<file path="config.mk">
export PLATFORM = sky130hd
export DESIGN_NAME = fbfly_link_pipe_array
export DESIGN_NICKNAME = d
export VERILOG_FILES = /design/src/rtl/fbfly_link_pipe_array.sv
export SDC_FILE = /design/constraint.sdc
export NUM_CORES = 1
export LEC_CHECK = 0
export CORE_AREA = 3 3 177 179
export DETAILED_ROUTE_END_ITERATION = 7
export DIE_AREA = 0 0 180 182
export PLACE_DENSITY = 0.77
export REMOVE_ABC_BUFFERS = 1
export SLEW_MARGIN = 20
export SYNTH_ARGS = -nofsm -noshare
export SYNTH_HDL_FRONTEND = slang
export SYNTH_SLANG_ARGS = --single-unit
</file>
<file path="constraint.sdc">
create_clock -name clk -period 2.7 [get_ports clk]
set_input_delay 0.81 -clock clk [delete_from_list [all_inputs] [get_ports clk]]
set_output_delay 0.81 -clock clk [all_outputs]
set_load 0.03 [all_outputs]
</file>
<file path="src/rtl/fbfly_link_pipe_array.sv">
//------------------------------------------------------------------------------
// Module   : fbfly_link_pipe_array
// Purpose  : Retimed flattened-butterfly links (flit and credit pipes) with
//            upstream credit tracking. Optional macro FBFLY_LINK_PIPE_STATS_EN
//            adds per-link flit_count outputs.
// Revision : 1.0 - initial release
//------------------------------------------------------------------------------
`default_nettype none

module fbfly_link_pipe_array #(
    parameter int NUM_LINKS       = 3,
    parameter int NUM_VCS         = 2,
    parameter int VC_IDX_WIDTH    = 1,
    parameter int FLIT_DATA_WIDTH = 64,
    parameter int CHANNEL_WIDTH   = 1 + VC_IDX_WIDTH + 1 + 1 + FLIT_DATA_WIDTH,
    parameter int FLOW_CTRL_WIDTH = 1 + VC_IDX_WIDTH,
    parameter int FWD_STAGES      = 2,
    parameter int BWD_STAGES      = 2,
    parameter int BUFFER_SIZE     = 8
) (
    input  logic                                 clk,
    input  logic                                 reset,
    input  logic [NUM_LINKS*CHANNEL_WIDTH-1:0]   channel_in,
    output logic [NUM_LINKS*CHANNEL_WIDTH-1:0]   channel_out,
    input  logic [NUM_LINKS*FLOW_CTRL_WIDTH-1:0] flow_ctrl_in,
    output logic [NUM_LINKS*FLOW_CTRL_WIDTH-1:0] flow_ctrl_out,
    output logic [NUM_LINKS-1:0]                 error,
`ifdef FBFLY_LINK_PIPE_STATS_EN
    output logic [NUM_LINKS*32-1:0]              flit_count,
`endif
    output logic                                 idle
);

    localparam int CNT_W  = $clog2(BUFFER_SIZE + 1);
    localparam int CH_TOT = NUM_LINKS * CHANNEL_WIDTH;
    localparam int FC_TOT = NUM_LINKS * FLOW_CTRL_WIDTH;

    logic fwd_busy_d;
    logic bwd_busy_d;

    // Forward flit pipe
    if (FWD_STAGES == 0) begin : g_fwd_bypass
        assign channel_out = channel_in;
        assign fwd_busy_d  = 1'b0;
    end else begin : g_fwd_pipe
        logic [CH_TOT-1:0] stage_q [FWD_STAGES];
        logic [CH_TOT-1:0] stage_d [FWD_STAGES];

        always_comb begin
            stage_d[0] = channel_in;
            for (int s = 1; s < FWD_STAGES; s++) begin
                stage_d[s] = stage_q[s-1];
            end
            fwd_busy_d = 1'b0;
            for (int s = 0; s < FWD_STAGES; s++) begin
                for (int l = 0; l < NUM_LINKS; l++) begin
                    fwd_busy_d = fwd_busy_d | stage_d[s][l*CHANNEL_WIDTH + CHANNEL_WIDTH - 1];
                end
            end
        end

        always_ff @(posedge clk) begin
            for (int s = 0; s < FWD_STAGES; s++) begin
                if (!reset) stage_q[s] <= '0;
                else        stage_q[s] <= stage_d[s];
            end
        end

        assign channel_out = stage_q[FWD_STAGES-1];
    end

    // Reverse credit pipe
    if (BWD_STAGES == 0) begin : g_bwd_bypass
        assign flow_ctrl_out = flow_ctrl_in;
        assign bwd_busy_d    = 1'b0;
    end else begin : g_bwd_pipe
        logic [FC_TOT-1:0] stage_q [BWD_STAGES];
        logic [FC_TOT-1:0] stage_d [BWD_STAGES];

        always_comb begin
            stage_d[0] = flow_ctrl_in;
            for (int s = 1; s < BWD_STAGES; s++) begin
                stage_d[s] = stage_q[s-1];
            end
            bwd_busy_d = 1'b0;
            for (int s = 0; s < BWD_STAGES; s++) begin
                for (int l = 0; l < NUM_LINKS; l++) begin
                    bwd_busy_d = bwd_busy_d | stage_d[s][l*FLOW_CTRL_WIDTH + FLOW_CTRL_WIDTH - 1];
                end
            end
        end

        always_ff @(posedge clk) begin
            for (int s = 0; s < BWD_STAGES; s++) begin
                if (!reset) stage_q[s] <= '0;
                else        stage_q[s] <= stage_d[s];
            end
        end

        assign flow_ctrl_out = stage_q[BWD_STAGES-1];
    end

    // Per-link field decode: valid is the MSB, VC index sits just below it
    logic [NUM_LINKS-1:0]                   ch_valid;
    logic [NUM_LINKS-1:0]                   fc_valid;
    logic [NUM_LINKS-1:0][VC_IDX_WIDTH-1:0] ch_vc;
    logic [NUM_LINKS-1:0][VC_IDX_WIDTH-1:0] fc_vc;
    logic [NUM_LINKS-1:0]                   ch_bad;
    logic [NUM_LINKS-1:0]                   fc_bad;

    for (genvar l = 0; l < NUM_LINKS; l++) begin : g_link_decode
        assign ch_valid[l] = channel_in[l*CHANNEL_WIDTH + CHANNEL_WIDTH - 1];
        assign ch_vc[l]    = channel_in[l*CHANNEL_WIDTH + CHANNEL_WIDTH - 2 -: VC_IDX_WIDTH];
        assign fc_valid[l] = flow_ctrl_out[l*FLOW_CTRL_WIDTH + FLOW_CTRL_WIDTH - 1];
        assign fc_vc[l]    = flow_ctrl_out[l*FLOW_CTRL_WIDTH + FLOW_CTRL_WIDTH - 2 -: VC_IDX_WIDTH];

        // Out-of-range indices only exist when NUM_VCS is not a power of two
        if (NUM_VCS < (1 << VC_IDX_WIDTH)) begin : g_vc_range_chk
            assign ch_bad[l] = (ch_vc[l] >= VC_IDX_WIDTH'(NUM_VCS));
            assign fc_bad[l] = (fc_vc[l] >= VC_IDX_WIDTH'(NUM_VCS));
        end else begin : g_vc_range_full
            assign ch_bad[l] = 1'b0;
            assign fc_bad[l] = 1'b0;
        end
    end

    logic [NUM_LINKS-1:0][NUM_VCS-1:0][CNT_W-1:0] cnt_q, cnt_d;
    logic [NUM_LINKS-1:0]                         error_q, error_d;
    logic                                         idle_q, idle_d;

    always_comb begin
        logic inc;
        logic dec;
        inc     = 1'b0;
        dec     = 1'b0;
        cnt_d   = cnt_q;
        error_d = error_q;
        for (int l = 0; l < NUM_LINKS; l++) begin
            if ((ch_valid[l] && ch_bad[l]) || (fc_valid[l] && fc_bad[l])) begin
                error_d[l] = 1'b1;
            end
            for (int v = 0; v < NUM_VCS; v++) begin
                inc = ch_valid[l] && !ch_bad[l] && (ch_vc[l] == VC_IDX_WIDTH'(v));
                dec = fc_valid[l] && !fc_bad[l] && (fc_vc[l] == VC_IDX_WIDTH'(v));
                if (inc && !dec) begin
                    if (cnt_q[l][v] == CNT_W'(BUFFER_SIZE)) error_d[l] = 1'b1;
                    else                                    cnt_d[l][v] = cnt_q[l][v] + CNT_W'(1);
                end else if (dec && !inc) begin
                    if (cnt_q[l][v] == '0) error_d[l] = 1'b1;
                    else                   cnt_d[l][v] = cnt_q[l][v] - CNT_W'(1);
                end
            end
        end
        idle_d = !fwd_busy_d && !bwd_busy_d && (cnt_d == '0);
    end

    always_ff @(posedge clk) begin
        if (!reset) begin
            cnt_q   <= '0;
            error_q <= '0;
            idle_q  <= 1'b1;
        end else begin
            cnt_q   <= cnt_d;
            error_q <= error_d;
            idle_q  <= idle_d;
        end
    end

    assign error = error_q;
    assign idle  = idle_q;

`ifdef FBFLY_LINK_PIPE_STATS_EN
    logic [NUM_LINKS-1:0][31:0] flit_count_q, flit_count_d;

    always_comb begin
        flit_count_d = flit_count_q;
        for (int l = 0; l < NUM_LINKS; l++) begin
            flit_count_d[l] = flit_count_q[l]
                            + 32'(channel_out[l*CHANNEL_WIDTH + CHANNEL_WIDTH - 1]);
        end
    end

    always_ff @(posedge clk) begin
        if (!reset) flit_count_q <= '0;
        else        flit_count_q <= flit_count_d;
    end

    assign flit_count = flit_count_q;
`endif

endmodule

`default_nettype wire

</file>
==> metrics, run 1 <==
status=complete, no violations; Mapped Area=13400 um2; Yosys top cell area share=66.7%; reg2reg setup slack=0.45 ns; Core Area=29700 um2; first-pass iteration count of the detailed router=6; Post-CTS Setup Bufs=0; DP Wirelength=23600 um; initial antenna violation count=5; Worst slew margin=67.1%; reg2reg path depth=7; clk_skew=0.0113 ns; layout net count=1840; Root Driver=clkbuf_16; first-pass GRT wire length=50200 um; crit path launch type=register; WP data arrival=1.65 ns; final setup vio count=0; Hold Path Origin=g_fwd_pipe.stage_q[0][33]; total of max-cap violations=0; DIE HEIGHT=182 um; area of the multi-input gates=4180 um2; PwrDens=762 nW/um2; share of cells above drive strength 1=6.55%; post-synthesis cell count=1183; Area after DPL=18100 um2; crit path buf inv count=1; RSZ-0062 raised after global routing=no; vias=9185; Sequential Area=8970 um2; Crit Path Max Fanout=4; Final Hold Viols=0; crit path time final=2.46 ns; number of CTS-inserted buffers=44; commonest non-fill, non-tap cell in the layout=dfxtp_1; 1st-iter DRT viols=416; critical path's top delay family=buffers and inverters; Post-synth EDFFs=0; Least-Margin Pin Slew=0.492 ns; Cell Rows=63; Area Growth Syn to Fin=47.2%; Critical Path RT=1.89 ns; P_leak=7.93 nW; capturing point of the worst reg2reg path=idle; final number of max-transition violations=0; drt total wl=32300 um; per-cell routed wire length=15.8 um; clock sinks=448; hold depth=1; Netlist cell types=64; Avg Inst Size Synth=11.4 um2; HP Class=register to register; die extent in x=180 um; GP Congestion=0.860; most frequent cells in the layout=448 x dfxtp_1, 434 x and2_1, 424 x clkdlybuf4s50_1; Worst-Skew Late Latency=0.52 ns; via-per-instance ratio=4.50; Worst setup EP type=output pin; max frequency=0.407 GHz; final worst-path cycle share=91.1%; # DRC=0; filler cell count=2224; antenna viol nets, final=0; share of the yosys chip area belonging to registers=66.7%; CP max stage cell=clkdlybuf4s50_1; Worst-path clk slew=0.06 ns; final instance area=19800 um2; Crit path largest cell delay=0.72 ns; grt ovf=0; area leader, netlist=dfxtp_1; H-Tree Depth=2; worst r2r src=g_bwd_pipe.stage_q[1][5]; CP Class=register to output pin; aggregate global-route resource usage=19.2%; crit path cell chain=clkdlybuf4s50_1; largest net degree at the start of global routing=145; Max VDD drop=0.000691 V; Synth Register Bits=448; largest cells by area after synthesis=dfxtp_1 67%, and2_1 20%, clkbuf_1 1.4%, ha_1 1.1%, nor2_1 1.1%; Yosys Warn Count=0; boundary pin count=426; Resized Gates After CTS=0; worst hold path endpoint=g_fwd_pipe.stage_q[1][33]; Hold-fix buffers, CTS=0; asr flop ratio synth=0%; PortBufs=425; CTS tree=yes; initial core utilization=45.2%; CTS max path bufs=3; die area=32800 um2; ys flop type=dfxtp_1; vias in the first global route=9351; Tot Pwr=0.0151 W
-- synthesized netlist by cell type (3+ instances only) --
| cell type | instances |
|---|---|
| and2_1 | 434 |
| xnor2_1 | 9 |
| buf_2 | 7 |
| nand3_1 | 14 |
| ha_1 | 12 |
| o22ai_1 | 3 |
| a21oi_1 | 17 |
| o21ai_0 | 16 |
| nand2_1 | 21 |
| inv_1 | 16 |
| nand4_1 | 7 |
| nor4_1 | 5 |
| mux2i_1 | 3 |
| a31oi_1 | 6 |
| nor2_1 | 38 |
| and3_1 | 5 |
| nor2b_1 | 4 |
| nor3_1 | 6 |
| dfxtp_1 | 448 |
| nand2b_1 | 7 |
| clkbuf_1 | 50 |
-- metrics by stage --
stage	setup WS, ns	std cells	hold WS [ns]	util [%]	TNS (ns)
floorplan	0.520	1125	0.412	-	0
global placement	-0.0680	1960	0.413	61.1	-0.0680
detailed placement	-0.140	1960	0.417	61.1	-0.140
CTS	0.214	2040	0.429	66.6	0
global route	0.0929	2043	0.437	66.6	0
finish	0.241	2043	0.425	66.6	0
-- worst max-delay path by stage --
stage | start | cells past startpoint | end | slack, ns
3_5_place_dp | channel_in[202] | 8 | idle | -0.14
3_3_place_gp | channel_in[135] | 8 | idle | -0.07
2_1_floorplan | channel_in[135] | 7 | idle | 0.52
4_1_cts | g_bwd_pipe.stage_q[1][1] | 1 | flow_ctrl_out[1] | 0.21
5_1_grt | channel_in[203] | 8 | idle | 0.09
6_report | g_bwd_pipe.stage_q[1][1] | 1 | flow_ctrl_out[1] | 0.24
-- power breakdown --
| part | internal [W] | switching [W] |
|---|---|---|
| combinational | 0.000722 | 0.000627 |
| clock | 0.00426 | 0.00244 |
| sequential | 0.00692 | 0.0000965 |
| total | 0.0119 | 0.00317 |
-- state kept, by name (all words and copies together) (netlist names) --
| signal | flops |
|---|---|
| g_fwd_pipe.stage_q | 408 |
| cnt_q | 24 |
| g_bwd_pipe.stage_q | 12 |
| idle | 1 |
| error | 3 |
-- logic make-up after synthesis --
group / synth area share [%]
AO/OA/AOI/OAI: 3.61
XOR/XNOR: 0.651
adder cells (fa/ha/maj): 1.12
buffers and inverters: 2.21
flip-flops: 66.7
multiplexers: 0.391
AND/OR/NAND/NOR: 25.3
-- metal layers --
layer	share of wire [%]	up-vias	GRT usage, %	routed length, um
met3	9.3	65	7.35	3010
met5	0.068	-	0	22
met1	37	4159	20.1	12000
met4	2.9	4	6.47	938
met2	51	347	35.2	16400
li1	-	4610	-	-
-- layout make-up --
cell class | count | area share (%)
Tap cell | 390 | 2.47
Antenna cell | 3 | 0.0379
Timing Repair Buffer | 445 | 22.5
Clock inverter | 20 | 1.84
Multi-Input combinational cell | 660 | 21.1
Sequential cell | 448 | 45.3
Inverter | 17 | 0.322
Clock buffer | 60 | 6.44
No activity file was read; power rests on OpenSTA's default activity.
==> inputs of run 2 (changes only) <==
==> constraint.sdc (replaced) <==
create_clock -name clk -period 2.7 [get_ports clk]
set_input_delay 0.27 -clock clk [delete_from_list [all_inputs] [get_ports clk]]
set_output_delay 0.27 -clock clk [all_outputs]
set_load 0.03 [all_outputs]
==> run 2 against run 1 <==
Final area is 0.89% lower. Clock power shrank 2%. Non-clock buffer count is 18 lower. Register-to-register slack better by 0.05 ns. Combinational power hardly changed. Critical path type is now register to register.
==> metrics, run 2 (synthesized netlist as in run 1, its figures left out) <==
Largest Register=g_fwd_pipe.stage_q; initial core utilization=45.2% (unchanged); Critical Path RT=3.17 ns (+1.28 ns); clock sinks=448 (unchanged); HP Class=primary input to register; DIE HEIGHT=182 um (unchanged); die extent in x=180 um (unchanged); fin cells=2025 (-0.88%); Area Growth Syn to Fin=45.9%; via-per-instance ratio=4.53 (+0.87%); CTS max path bufs=3 (unchanged); Final Hold Viols=0 (unchanged); worst r2r src=g_bwd_pipe.stage_q[1][5]; total negative slack=0 ns (unchanged); vias in the first global route=9124 (-2.4%); Resized Gates After CTS=0 (unchanged); antenna viol nets, final=0 (unchanged); Least-Margin Pin Slew=0.659 ns (+0.167 ns); boundary pin count=426 (unchanged); Worst slew margin=56.1% (-11 points); reg2reg setup slack=0.50 ns (+0.05 ns); commonest non-fill, non-tap cell in the layout=dfxtp_1; Hold-fix buffers, CTS=0 (unchanged); max frequency=0.455 GHz (+12%); # DRC=0 (unchanged); Worst-path clk slew=0.06 ns (about the same); Post-CTS Setup Bufs=0 (unchanged); total of max-cap violations=0 (unchanged); crit path time final=2.20 ns (-0.260 ns); Root Driver=clkbuf_16; capturing point of the worst reg2reg path=idle; Critical Path End=idle; layout net count=1821 (-1.0%); share of cells above drive strength 1=5.70% (-0.85 points); P_leak=7.83 nW (-1.2%); GP Congestion=0.858 (-0.27%); grt ovf=0 (unchanged); crit path launch type=register; Crit. Startpoint=g_bwd_pipe.stage_q[1][5]; Worst setup EP type=register; Placed Instances=1942 (-0.92%); status=complete, no violations; die area=32800 um2 (unchanged); Core Area=29700 um2 (unchanged); most frequent cells in the layout=448 x dfxtp_1, 434 x and2_1, 424 x clkdlybuf4s50_1; 1st-iter DRT viols=352 (-15%); final number of max-transition violations=0 (unchanged); vias=9183 (-0.022%); CP Class=register to register; Max VDD drop=0.000574 V (-17%); CTS tree=yes; Largest register FFs=408 (unchanged); first-pass iteration count of the detailed router=4 (-2); Largest regs=g_fwd_pipe.stage_q x408, cnt_q x24, g_bwd_pipe.stage_q x12; WP data arrival=2.67 ns (+1.02 ns); final setup vio count=0 (unchanged); Cell Rows=63 (unchanged); initial antenna violation count=5 (unchanged); Worst-Skew Late Latency=0.53 ns (about the same); final worst-path cycle share=81.4% (-9.6 points); PortBufs=425 (unchanged); H-Tree Depth=2 (unchanged); clk_skew=0.00772 ns (-0.00354 ns); aggregate global-route resource usage=18.7% (-0.47 points); Core Util, Final=66.0% (-0.59 points); drt total wl=32000 um (-1.2%); DP Wirelength=23200 um (-1.8%); RSZ-0062 raised after global routing=no; per-cell routed wire length=15.8 um (-0.29%); PwrDens=759 nW/um2 (-0.31%); number of CTS-inserted buffers=43 (-2.3%); Crit Path Max Fanout=7 (+3); reg2reg path depth=7 (unchanged); largest net degree at the start of global routing=228 (+57%); first-pass GRT wire length=49000 um (-2.5%)
## run 2: metal layers
metal	track usage [%]	share of wire, %	vias to the layer above
met5	0	0.059	-
met4	5.94	2.5	4
met3	7.87	10	57
met2	33.5	50	369
met1	20.0	38	4187
li1	-	-	4566
## run 2: per-stage QoR
stage / cell area [um2] / hold slack, ns / total power [W] / setup WS [ns]
2_1_floorplan: 13200 / 0.392 / 0.00775 / 0.681
3_3_place_gp: 18000 / 0.413 / 0.00845 / 0.378
3_5_place_dp: 18000 / 0.417 / 0.00849 / 0.324
4_1_cts: 19600 / 0.204 / 0.0150 / 0.539
5_1_grt: 19600 / 0.224 / 0.0154 / 0.286
6_report: 19600 / 0.211 / 0.0149 / 0.501
## run 2: layout make-up
class / count / area, um2
clock inverter: 17 / 275
tap: 390 / 488
fill: 2244 / 10100
antenna: 3 / 7.51
multi-input combinational: 660 / 4180
sequential: 448 / 8970
clock buffer: 63 / 1330
timing repair buffer: 427 / 4300
inverter: 17 / 63.8
## run 2: worst min-delay path by stage
stage / startpoint / to / slack (ns) / cells past startpoint
floorplan: reset / cnt_q[0] / 0.39 / 1
global placement: g_fwd_pipe.stage_q[0][62] / g_fwd_pipe.stage_q[1][62] / 0.41 / 1
detailed placement: g_fwd_pipe.stage_q[0][118] / g_fwd_pipe.stage_q[1][118] / 0.42 / 1
CTS: reset / g_fwd_pipe.stage_q[0][121] / 0.20 / 2
global route: reset / g_fwd_pipe.stage_q[0][34] / 0.22 / 2
finish: reset / g_fwd_pipe.stage_q[0][121] / 0.21 / 2
## run 2: worst max-delay path, stage by stage, from the launching register on
cell      delay [ns]
dfxtp_1         0.41
nor2b_1         0.45
nor2_1          0.17
o22ai_2         0.21
xnor2_1         0.09
nand4b_1        0.19
nor4b_1         0.41
a41o_1          0.23
## run 2: power by group
group / switching, W / internal, W
sequential: 0.0000970 / 0.00692
combinational: 0.000617 / 0.000704
clock: 0.00244 / 0.00411
total: 0.00316 / 0.0117
==> inputs of run 3 (changes only) <==
==> constraint.sdc (replaced) <==
create_clock -name clk -period 2.25 [get_ports clk]
set_input_delay 0.225 -clock clk [delete_from_list [all_inputs] [get_ports clk]]
set_output_delay 0.225 -clock clk [all_outputs]
set_load 0.03 [all_outputs]
==> run 3 against run 2 <==
Via count up 1.5%. Setup slack worse by 0.38 ns. Combinational power up 21%. Clock skew up 0.0012 ns. Register-to-register slack worse by 0.38 ns. Hold slack worse by 0.017 ns.
==> metrics, run 3 (synthesized netlist as in run 1, its figures left out) <==
Largest register FFs=408 (unchanged); Max VDD drop=0.000877 V (+53%); Post-CTS Setup Bufs=0 (unchanged); clk_skew=0.00890 ns (+0.00119 ns); antenna viol nets, final=0 (unchanged); Least-Margin Pin Slew=0.513 ns (-0.146 ns); CP max stage cell=dfxtp_1; GP Congestion=0.814 (-5.0%); Crit Path Max Fanout=6 (-1); final setup vio count=0 (unchanged); drt total wl=32200 um (+0.85%); Core Area=29700 um2 (unchanged); share of cells above drive strength 1=6.80% (+1.1 points); status=complete, no violations; vias=9321 (+1.5%); final number of max-transition violations=0 (unchanged); Worst-path clk slew=0.06 ns (about the same); WP data arrival=2.55 ns (-0.12 ns); CP Class=register to register; Cell Rows=63 (unchanged); Worst setup EP type=register; Largest regs=g_fwd_pipe.stage_q x408, cnt_q x24, g_bwd_pipe.stage_q x12; HP Class=primary input to register; commonest non-fill, non-tap cell in the layout=dfxtp_1; filler cell count=2209 (-1.6%); H-Tree Depth=2 (unchanged); final instance area=19800 um2 (+0.73%); via-per-instance ratio=4.57 (+0.81%); Area after DPL=18100 um2 (+0.54%); most frequent cells in the layout=446 x dfxtp_1, 434 x and2_1, 424 x clkdlybuf4s50_1; Root Driver=clkbuf_16; layout net count=1835 (+0.77%); initial antenna violation count=6 (+1); # DRC=0 (unchanged); Worst slew margin=65.8% (+9.7 points); grt ovf=0 (unchanged); first-pass iteration count of the detailed router=5 (+1); boundary pin count=426 (unchanged); aggregate global-route resource usage=19.0% (+0.31 points); PwrDens=914 nW/um2 (+20%); Largest Register=g_fwd_pipe.stage_q; Core Util, Final=66.5% (+0.48 points); P_leak=7.91 nW (+0.97%); Worst-Skew Late Latency=0.53 ns (about the same); total of max-cap violations=0 (unchanged); max frequency=0.469 GHz (+3.1%); crit path cell chain=inv_1 > ha_1 > nor3b_1 > nor2_1 > nor2_1 > o32a_1 > and4_1 > and4_1 > a41o_1; Sequential Area=8970 um2 (about the same); die area=32800 um2 (unchanged); DIE HEIGHT=182 um (unchanged); 1st-iter DRT viols=297 (-16%); CTS max path bufs=3 (unchanged); total negative slack=0 ns (unchanged); clock sinks=448 (unchanged); Final Hold Viols=0 (unchanged); Crit path largest cell delay=0.38 ns (-0.07 ns); die extent in x=180 um (unchanged); CTS tree=yes; first-pass GRT wire length=50000 um (+2.0%); Area Growth Syn to Fin=46.9%; Critical Path RT=2.67 ns (-0.50 ns); Min Hold Slack=0.194 ns (-0.0173 ns); PortBufs=425 (unchanged); per-cell routed wire length=15.8 um (+0.16%); area of the multi-input gates=4180 um2 (+0.12%); largest net degree at the start of global routing=150 (-34%); final worst-path cycle share=94.8% (+13 points); crit path time final=2.13 ns (-0.0662 ns); number of CTS-inserted buffers=44 (+2.3%); DP Wirelength=23400 um (+0.73%); crit path launch type=register; vias in the first global route=9427 (+3.3%); initial core utilization=45.2% (unchanged); RSZ-0062 raised after global routing=no
## run 3: path summary, 6_finish.rpt
kind	start	end	slack, ns	cells past startpoint
max reg2reg	cnt_q[12]	idle	0.12	9
min reg2reg	g_fwd_pipe.stage_q[0][200]	g_fwd_pipe.stage_q[1][200]	0.43	1
max	cnt_q[12]	idle	0.12	9
min	reset	g_fwd_pipe.stage_q[1][16]	0.19	2
## run 3: metal layers
layer	part of all wire [%]	wire length (um)	vias up	global-route usage (%)
li1	-	-	4595	-
met1	36	11700	4262	19.8
met2	50	16200	387	34.8
met3	11	3440	71	8.21
met4	2.4	775	6	5.63
met5	0.12	38	-	0
## run 3: power breakdown
group | switching (W) | internal (W)
clock | 0.00298 | 0.00504
sequential | 0.000115 | 0.00831
combinational | 0.000747 | 0.000857
total | 0.00385 | 0.0142
## run 3: final cells by class
type,instances,area share [%]
Sequential cell,448,45.4
Timing Repair Buffer,440,22.2
Multi-Input combinational cell,660,21.2
Clock buffer,60,6.70
Tap cell,390,2.47
Clock inverter,21,1.64
Inverter,17,0.323
Antenna cell,3,0.0380
## run 3: what timing repair did
item / 4_1_cts / 5_1_grt
setup endpoints to repair: 0 / 1
hold buffers: 0 / 0
gates resized for setup: 0 / 3
## run 3: critical path: cells and delay by family (launching register included)
family                     cells  cell delay, ns
AOI/OAI and AO/OA              2            0.53
adders and majority gates      1            0.28
buffers and inverters          1            0.09
DFF                            1            0.38
and+or+nand+nor                5            0.75
## run 3: stage by stage
| step | worst slack, ns | total power [W] | std cells |
|---|---|---|---|
| 6_report | 0.118 | 0.0181 | 2039 |
| 5_1_grt | 0.00156 | 0.0187 | 2039 |
| 4_1_cts | 0.0627 | 0.0183 | 2036 |
| 3_5_place_dp | 0.00513 | 0.0102 | 1955 |
| 3_3_place_gp | 0.0526 | 0.0102 | 1955 |
| 2_1_floorplan | 0.231 | 0.00930 | 1125 |
